## src/rtl/setup_serializer_if.sv

```systemverilog
// Setup-word handshake bundle: data_in/valid_in from the feeder side,
// ready_out back from the serializer queue.
interface setup_serializer_if #(
  parameter int WIDTH = 8
);
  logic [WIDTH-1:0] data_in;
  logic             valid_in;
  logic             ready_out;

  modport master (
    output data_in,
    output valid_in,
    input  ready_out
  );

  modport slave (
    input  data_in,
    input  valid_in,
    output ready_out
  );
endinterface

```

## src/rtl/setup_serializer.sv

```systemverilog
// Setup-word serializer: 2-entry queue feeding an LSB-first bit stream.
// Ports: clk_in, rst_in (async, low), clear_in (sync flush), s_if
// (data/valid/ready), serial_out, en_out, done_out, busy_out.
module setup_serializer #(
  parameter int WIDTH      = 8,
  parameter int GAP_CYCLES = 1
) (
  input  logic clk_in,
  input  logic rst_in,
  input  logic clear_in,
  setup_serializer_if.slave s_if,
  output logic serial_out,
  output logic en_out,
  output logic done_out,
  output logic busy_out
);

  localparam int BW = $clog2(WIDTH);

  typedef enum logic [1:0] {
    S_IDLE,
    S_SHIFT,
    S_GAP
  } state_t;

  state_t r_state, w_state;

  logic [WIDTH-1:0] r_q [2];
  logic             r_wp, r_rp;
  logic [1:0]       r_cnt;

  logic [WIDTH-1:0] r_sh, w_sh;
  logic [BW-1:0]    r_bit, w_bit;
  logic [3:0]       r_gap, w_gap;
  logic             r_en, w_en;
  logic             r_ser, w_ser;
  logic             r_done, w_done;
  logic             r_busy;

  logic             w_push, w_pop, w_load, w_avail;
  logic [WIDTH-1:0] w_head;

  assign s_if.ready_out = (r_cnt != 2'd2);
  assign w_push  = s_if.valid_in && s_if.ready_out && !clear_in;
  assign w_avail = (r_cnt != 2'd0);
  assign w_head  = r_q[r_rp];

  always_comb begin
    w_state = r_state;
    w_sh    = r_sh;
    w_bit   = r_bit;
    w_gap   = r_gap;
    w_en    = 1'b0;
    w_ser   = 1'b0;
    w_done  = 1'b0;
    w_load  = 1'b0;
    w_pop   = 1'b0;
    if (clear_in) begin
      w_state = S_IDLE;
    end else begin
      unique case (r_state)
        S_IDLE: begin
          w_load = w_avail;
        end
        S_SHIFT: begin
          if (r_bit == BW'(WIDTH-1)) begin
            w_done = 1'b1;
            if (GAP_CYCLES == 0 && w_avail) begin
              w_load = 1'b1;
            end else if (GAP_CYCLES > 0) begin
              w_state = S_GAP;
              w_gap   = 4'd0;
            end else begin
              w_state = S_IDLE;
            end
          end else begin
            w_en  = 1'b1;
            w_ser = r_sh[0];
            w_sh  = r_sh >> 1;
            w_bit = r_bit + 1'b1;
          end
        end
        S_GAP: begin
          if (r_gap == 4'(GAP_CYCLES-1)) begin
            if (w_avail) w_load = 1'b1;
            else         w_state = S_IDLE;
          end else begin
            w_gap = r_gap + 4'd1;
          end
        end
        default: w_state = S_IDLE;
      endcase
      // r_sh keeps only the bits not yet presented
      if (w_load) begin
        w_pop   = 1'b1;
        w_state = S_SHIFT;
        w_en    = 1'b1;
        w_ser   = w_head[0];
        w_sh    = w_head >> 1;
        w_bit   = '0;
      end
    end
  end

  always_ff @(posedge clk_in or negedge rst_in) begin
    if (!rst_in) begin
      r_state <= S_IDLE;
      r_sh    <= '0;
      r_bit   <= '0;
      r_gap   <= '0;
      r_en    <= 1'b0;
      r_ser   <= 1'b0;
      r_done  <= 1'b0;
      r_busy  <= 1'b0;
    end else begin
      r_state <= w_state;
      r_sh    <= w_sh;
      r_bit   <= w_bit;
      r_gap   <= w_gap;
      r_en    <= w_en;
      r_ser   <= w_ser;
      r_done  <= w_done;
      r_busy  <= (w_state != S_IDLE);
    end
  end

  always_ff @(posedge clk_in or negedge rst_in) begin
    if (!rst_in) begin
      r_wp  <= 1'b0;
      r_rp  <= 1'b0;
      r_cnt <= 2'd0;
    end else if (clear_in) begin
      r_wp  <= 1'b0;
      r_rp  <= 1'b0;
      r_cnt <= 2'd0;
    end else begin
      if (w_push) r_wp <= ~r_wp;
      if (w_pop)  r_rp <= ~r_rp;
      r_cnt <= r_cnt + {1'b0, w_push} - {1'b0, w_pop};
    end
  end

  always_ff @(posedge clk_in) begin
    if (w_push) r_q[r_wp] <= s_if.data_in;
  end

  assign serial_out = r_ser;
  assign en_out     = r_en;
  assign done_out   = r_done;
  assign busy_out   = r_busy;

endmodule

```

## src/flat_wrapper.sv

```systemverilog
// flat-port wrapper written by rule: the top's interface ports become plain ports
module setup_serializer_flat 
#(
  parameter int WIDTH      = 8,
  parameter int GAP_CYCLES = 1
)
  (clk_in, rst_in, clear_in, serial_out, en_out, done_out, busy_out, s_if_data_in, s_if_valid_in, s_if_ready_out);
  setup_serializer_if #(.WIDTH(WIDTH)) s_if_i ();
  input  logic clk_in;
  input  logic rst_in;
  input  logic clear_in;
  output logic serial_out;
  output logic en_out;
  output logic done_out;
  output logic busy_out;
  input wire logic [$bits(s_if_i.data_in)-1:0] s_if_data_in;
  input wire logic [$bits(s_if_i.valid_in)-1:0] s_if_valid_in;
  output wire logic [$bits(s_if_i.ready_out)-1:0] s_if_ready_out;
  assign s_if_i.data_in = s_if_data_in;
  assign s_if_i.valid_in = s_if_valid_in;
  assign s_if_ready_out = s_if_i.ready_out;
  setup_serializer #(.WIDTH(WIDTH), .GAP_CYCLES(GAP_CYCLES)) u_core (.clk_in(clk_in), .rst_in(rst_in), .clear_in(clear_in), .s_if(s_if_i), .serial_out(serial_out), .en_out(en_out), .done_out(done_out), .busy_out(busy_out));
endmodule
```

## config.mk

```make
export PLATFORM = sky130hd
export DESIGN_NAME = setup_serializer_flat
export DESIGN_NICKNAME = d
export VERILOG_FILES = /design/src/rtl/setup_serializer_if.sv /design/src/rtl/setup_serializer.sv /design/src/flat_wrapper.sv
export SDC_FILE = /design/constraint.sdc
export NUM_CORES = 1
export LEC_CHECK = 0
export BUFFER_PORTS_ARGS = -buffer_cell sky130_fd_sc_hd__buf_2
export CORE_AREA = 2 2 88 56
export DETAILED_ROUTE_END_ITERATION = 7
export DIE_AREA = 0 0 90 58
export GPL_ROUTABILITY_DRIVEN = 0
export SLEW_MARGIN = 20
export SYNTH_ARGS = -nofsm -noshare
export SYNTH_HDL_FRONTEND = slang
export SYNTH_SLANG_ARGS = --single-unit
```

## constraint.sdc

```tcl
create_clock -name clk_in -period 2.2 [get_ports clk_in]
set_clock_uncertainty 0.1 [all_clocks]
set_input_delay 0.33 -clock clk_in [delete_from_list [all_inputs] [get_ports clk_in]]
set_output_delay 0.33 -clock clk_in [all_outputs]
set_load 0.02 [all_outputs]
```

# Word-level counts from Yosys, hierarchy flattened
# Memory sizes are Yosys's and may differ from the RTL's.
# Index checks and enable logic that the tools add are counted.
totals:
  regBits: 25
  mem_bits_rw: 16
  in_bits: 12
  output_inout_bits: 5
  wordCells: 78
  memories: 1
mem_list:
  columns: ["memory", "depth", "width", "read_ports", "rd_ports_with_merged_regs", "wr", "line", "rtl"]
  rows:
  - ["u_core.r_q", 2, 8, 1, 0, 1, "setup_serializer.sv:28", "logic [WIDTH-1:0] r_q [2];"]
classes:
  addsub: 4
  n_eq_ne: 7
  n_mux: 39
  bitwise: 3
  n_reduce_logical: 13
ops:
  columns: ["operator", "n"]
  rows:
  - ["$mux 8", 3]
  - ["$mux 1", 22]
  - ["$mux 2", 6]
  - ["$reduce_bool 2->1", 6]
  - ["$mux 3", 3]
  - ["$mux 4", 2]
  - ["$pmux 4 s2", 1]
  - ["$ne 2x2->1 const B", 3]
  - ["$pmux 2 s3", 1]
  - ["$add 4x1->4 const B", 1]
  - ["$logic_not 4->1", 1]
  - ["$reduce_and 4->1", 1]
  - ["$add 3x1->3 const B", 1]
  - ["$eq 3x3->1 const B", 1]
  - ["$not 1->1", 3]
  - ["$reduce_and 3->1", 1]
  - ["$add 2x1->2", 1]
  - ["$eq 2x1->1 const B", 1]
  - ["$eq 2x2->1 const B", 1]
  - ["$logic_and 1x1->1", 2]
  - ["$logic_not 2->1", 1]
  - ["$ne 2x1->1 const B", 1]
  - ["$pmux 1 s2", 1]
  - ["$sub 2x1->2", 1]
  - ["$logic_not 1->1", 1]

# Longest topological paths before layout
logic_depth:
  word_depth: 9
  ltp_mapped: 11
  ltp_nobuf: 11

# Least setup slack after synthesis
# No wires, ideal clock.
synth_path:
  path_type: "register -> register"
  from: "register u_core.r_gap[0]"
  to: "register u_core.r_cnt[1]"
  setup_time_ns: 0.121
  arrival_time_ns: 2.200
  t_required_ns: 1.979
  setup_slack_ns: -0.221
  path_stages_with_launch: 12
  path_buffers: 0
  period_less_slack_ns: 2.421
  cell_sequence: "dfrtp_1 inv_1 ha_1 or3b_4 a21oi_4 and2b_2 ha_1 inv_1 ha_1 xor2_1 xnor2_1 nor2_1"
synth_via:
  elab_chain_len: 8
synth_lines:
  columns: ["item", "line", "rtl"]
  rows:
  - ["from (decl)", "setup_serializer.sv:34", "logic [3:0] r_gap, w_gap;"]
  - ["from (signal assigned)", "setup_serializer.sv:119", "r_gap <= w_gap;"]
  - ["$logic_not 4->1", "setup_serializer.sv:84", "if (r_gap == 4'(GAP_CYCLES-1)) begin"]
  - ["$mux 1", "setup_serializer.sv:84", null]
  - ["$pmux 1 s2", "setup_serializer.sv:61", "unique case (r_state)"]
  - ["$mux 1", "setup_serializer.sv:58", "if (clear_in) begin"]
  - ["$mux 1", "setup_serializer.sv:94", "if (w_load) begin"]
  - ["$mux 1", "setup_serializer.sv:58", null]
  - ["$sub 2x1->2", "setup_serializer.sv:139", "r_cnt <= r_cnt + {1'b0, w_push} - {1'b0, w_pop};"]
  - ["$mux 2", "setup_serializer.sv:132", "end else if (clear_in) begin"]
  - ["to (signal assigned)", "setup_serializer.sv:139", null]
  - ["to (decl)", "setup_serializer.sv:30", "logic [1:0] r_cnt;"]
# Every way passes these cells. The select of a mux whose other input is x is not followed.
# A chain may end at the register's enable or synchronous reset.

# Final worst setup path
layout_path:
  from: "register u_core.r_gap[1]"
  to: "register u_core.r_cnt[1]"
# Same word-level chain as after synthesis.

==> metrics.txt <==
Reg power frac 0.413; Final Hold Viols 0; # DRC 0; maximum clock frequency 0.4423 GHz; combinational fraction of design power 0.379; part of the power in the clock network 0.208; count leader, synth dfrtp_1; Rel. slew slack 0.4973; Seq/Total Area, Yosys 0.6238; layout cells sized above 1 0.3846; dominant synthesized flop cell dfrtp_1; Net Sw Frac 0.3243; Register-to-Register Setup Slack -0.06 ns; critical path class reg -> reg; Leak Pwr 0.9299 nW; Worst Setup SP u_core.r_gap[1]$_DFFE_PN0P_; met1 Usage GRT 0.1710; Rows 19; grt met2 use 0.2191; syn_nets 141; Crit. End Element flop; CTS buffer count 5; Synth area leader dfrtp_1; DP Worst Slack -0.07831 ns; worst skew pair latency 0.29 ns; DIE AREA 5220 sq um; Overall Global Routing Usage 0.1373; Syn Area/Cell 14.09 sq um; initial drt markers 59; Initial Utilization 0.3919; Worst Slack Setup Final -0.06102 ns; Fill cells 416; synth cell count leaders dfrtp_1 (24), edfxtp_1 (16), inv_1 (11); cell count after synthesis 123; core area 4422 sq um; initial antenna violation count 0; largest net degree at the start of global routing 25; ant diodes 0; Max IR drop VDD 0.5083 mV; failing checks negative setup slack; fin. max-slew vios 0; total congestion overflow 0; final net count 173; R2R depth 11; Clock Sinks 40; TritonCTS clock tree built; Die Wd 90 um; Syn. warnings 0; first-pass GRT wire length 5382 um; Area contributors post-synth dfrtp_1 (35%), edfxtp_1 (28%), mux2_2 (6.5%), mux2i_1 (4.6%), ha_1 (4.3%); Least-Margin Pin Slew 0.7472 ns; Synth async-reset ratio 0.6000; worst path required time 2.28 ns; startpoint class of the critical path flop; EDFF count, synth 16; power per standard cell area 1254 nW/um^2; dpl cells 209; DRT Pass-1 Iters 4; FF+latch count, synth 40; Netlist cell types 32; crit-path max cell delay 0.41 ns; vias in the first global route 1160; CP cell instances inv_2 -> ha_1 -> or3b_4 -> a21oi_4 -> and2b_2 -> ha_4 -> inv_2 -> ha_4 -> xor2_2 -> xnor2_1 -> nor2_1; die span in y 58 um; H-tree level count 2; Setup violations, final 1; dpl hpwl 2278 um; via-per-instance ratio 4.744; Max Cap Viol 0; P_int 1.788 mW; worst r2r src u_core.r_gap[1]$_DFFE_PN0P_; IO Pins 17; CP max-delay cell dfrtp_1; Pwr Total 2.646 mW; vias post-DR 1039; PortBufs 16; Synth Cell Area 1733 sq um; Worst-path clk slew 0.08 ns; crit-path max FO 2; unrepaired setup endpoints after global routing true; post-layout min period 2.261 ns; Hold Crit Class in -> reg; Reg-to-Reg End u_core.r_cnt[1]$_DFF_PN0_; Avg WL per Cell 14.43 um; layer with the highest usage met2; Tcrit/Tclk final 1.028; Non-Filler Instances 219; clock tree root driver cell clkbuf_8; crit path DAT 2.34 ns; Total Wirelength 3161 um; post-route ant nets 0; clk buf depth 2; area delta synth->final 21.80%; outcome finished with violations; GR Util met3 0.04031; top cell type's share of synthesized area 0.3466; critical path endpoint u_core.r_cnt[1]$_DFF_PN0_; switching power 858.2 uW
worst min path at each step:
stage,end,startpoint,cells after the start
floorplan,u_core.busy_out$_DFF_PN0_,rst_in,0
global placement,u_core.en_out$_DFF_PN0_,rst_in,1
detailed placement,u_core.en_out$_DFF_PN0_,rst_in,1
CTS,u_core.r_q[1][3]$_DFFE_PP_,s_if_data_in[3],1
global route,u_core.r_q[1][3]$_DFFE_PP_,s_if_data_in[3],1
finish,u_core.r_q[1][3]$_DFFE_PP_,s_if_data_in[3],1
power by group through the flow:
stage                     registers [mW]  logic [mW]  clock network (mW)
after global placement              1.09       0.947                   0
final                               1.09        1.00               0.551
after CTS                           1.09        1.02               0.571
after global routing                1.11        1.11               0.598
after detailed placement            1.10       0.994                   0
after floorplan                     1.09       0.700                   0
registers in the layout, summed over array words and instances (netlist names):
register	cells
u_core.r_rp	1
u_core.r_gap	4
u_core.r_q	16
u_core.done_out	1
u_core.serial_out	1
u_core.r_bit	3
u_core.busy_out	1
u_core.en_out	1
u_core.r_wp	1
u_core.r_state	2
u_core.r_cnt	2
u_core.r_sh	7
per-stage QoR:
| step | util | hold slack, ns | instance area [sq um] | setup TNS (ns) |
|---|---|---|---|---|
| final | 0.4774 | 0.1299 | 2111 | -0.06102 |
| after global routing | 0.4774 | 0.1208 | 2111 | -0.1856 |
| after CTS | 0.4765 | 0.1183 | 2107 | -0.05377 |
| after detailed placement | 0.4468 | 0.2593 | 1976 | -0.07831 |
| after global placement | 0.4468 | 0.2388 | 1976 | 0 |
| after floorplan | - | -0.06559 | 1758 | -0.1980 |
per-layer routing:
layer / vias up / part of all wire
li1: 496 / -
met1: 525 / 0.48
met2: 14 / 0.47
met3: 4 / 0.024
met4: 0 / 0.019
met5: - / 0
area by class of cell:
type                       count  area, sq um  share of cell area
clock buffer                   6        93.84             0.04446
clock inverter                 2        12.51            0.005928
inverter                      12        45.04             0.02134
multi-input combinational     69        634.4              0.3005
sequential                    40         1081              0.5122
tap                           63        78.83             0.03734
timing repair buffer          27        165.2             0.07825
timing repair:
action                     in CTS  in global routing
hold buffers                    1                  0
resized for setup               2                  2
setup endpoints to repair       1                  5
hold endpoints to repair       24                  0
setup buffers                   1                  0
pin swaps                       0                  1
logic make-up after synthesis:
family | count (synthesis) | share of synthesized area
compound gates | 15 | 0.06859
xor+xnor | 4 | 0.02022
fa+ha+maj | 6 | 0.04332
buf+inv | 14 | 0.03104
flops | 40 | 0.6238
mux | 21 | 0.1350
simple gates | 23 | 0.07798
critical path: cells and delay by family (launching register included):
kind / cells / cell delay, ns
xor gates and xnor gates: 2 / 0.29
AOI/OAI and AO/OA: 1 / 0.13
DFF: 1 / 0.41
and+or+nand+nor: 3 / 0.65
buffers and inverters: 2 / 0.13
adders and majority gates: 3 / 0.46
cells in the final DEF (no fill, tap or decap), types with 2 or more instances in the layout:
cell      count
a21oi_2       2
inv_1         8
buf_2        16
mux2_4        2
clkbuf_8      5
ha_4          2
ha_1          4
mux2i_1       8
xnor2_1       2
o21ai_0       5
or3_1         4
edfxtp_1     16
a22o_1        4
nor3_1        2
buf_4        10
dfrtp_1      24
a21oi_1       2
inv_2         4
nand2_1       3
mux2_2       10
nor2_1        5
No activity file was read; power rests on OpenSTA's default activity.
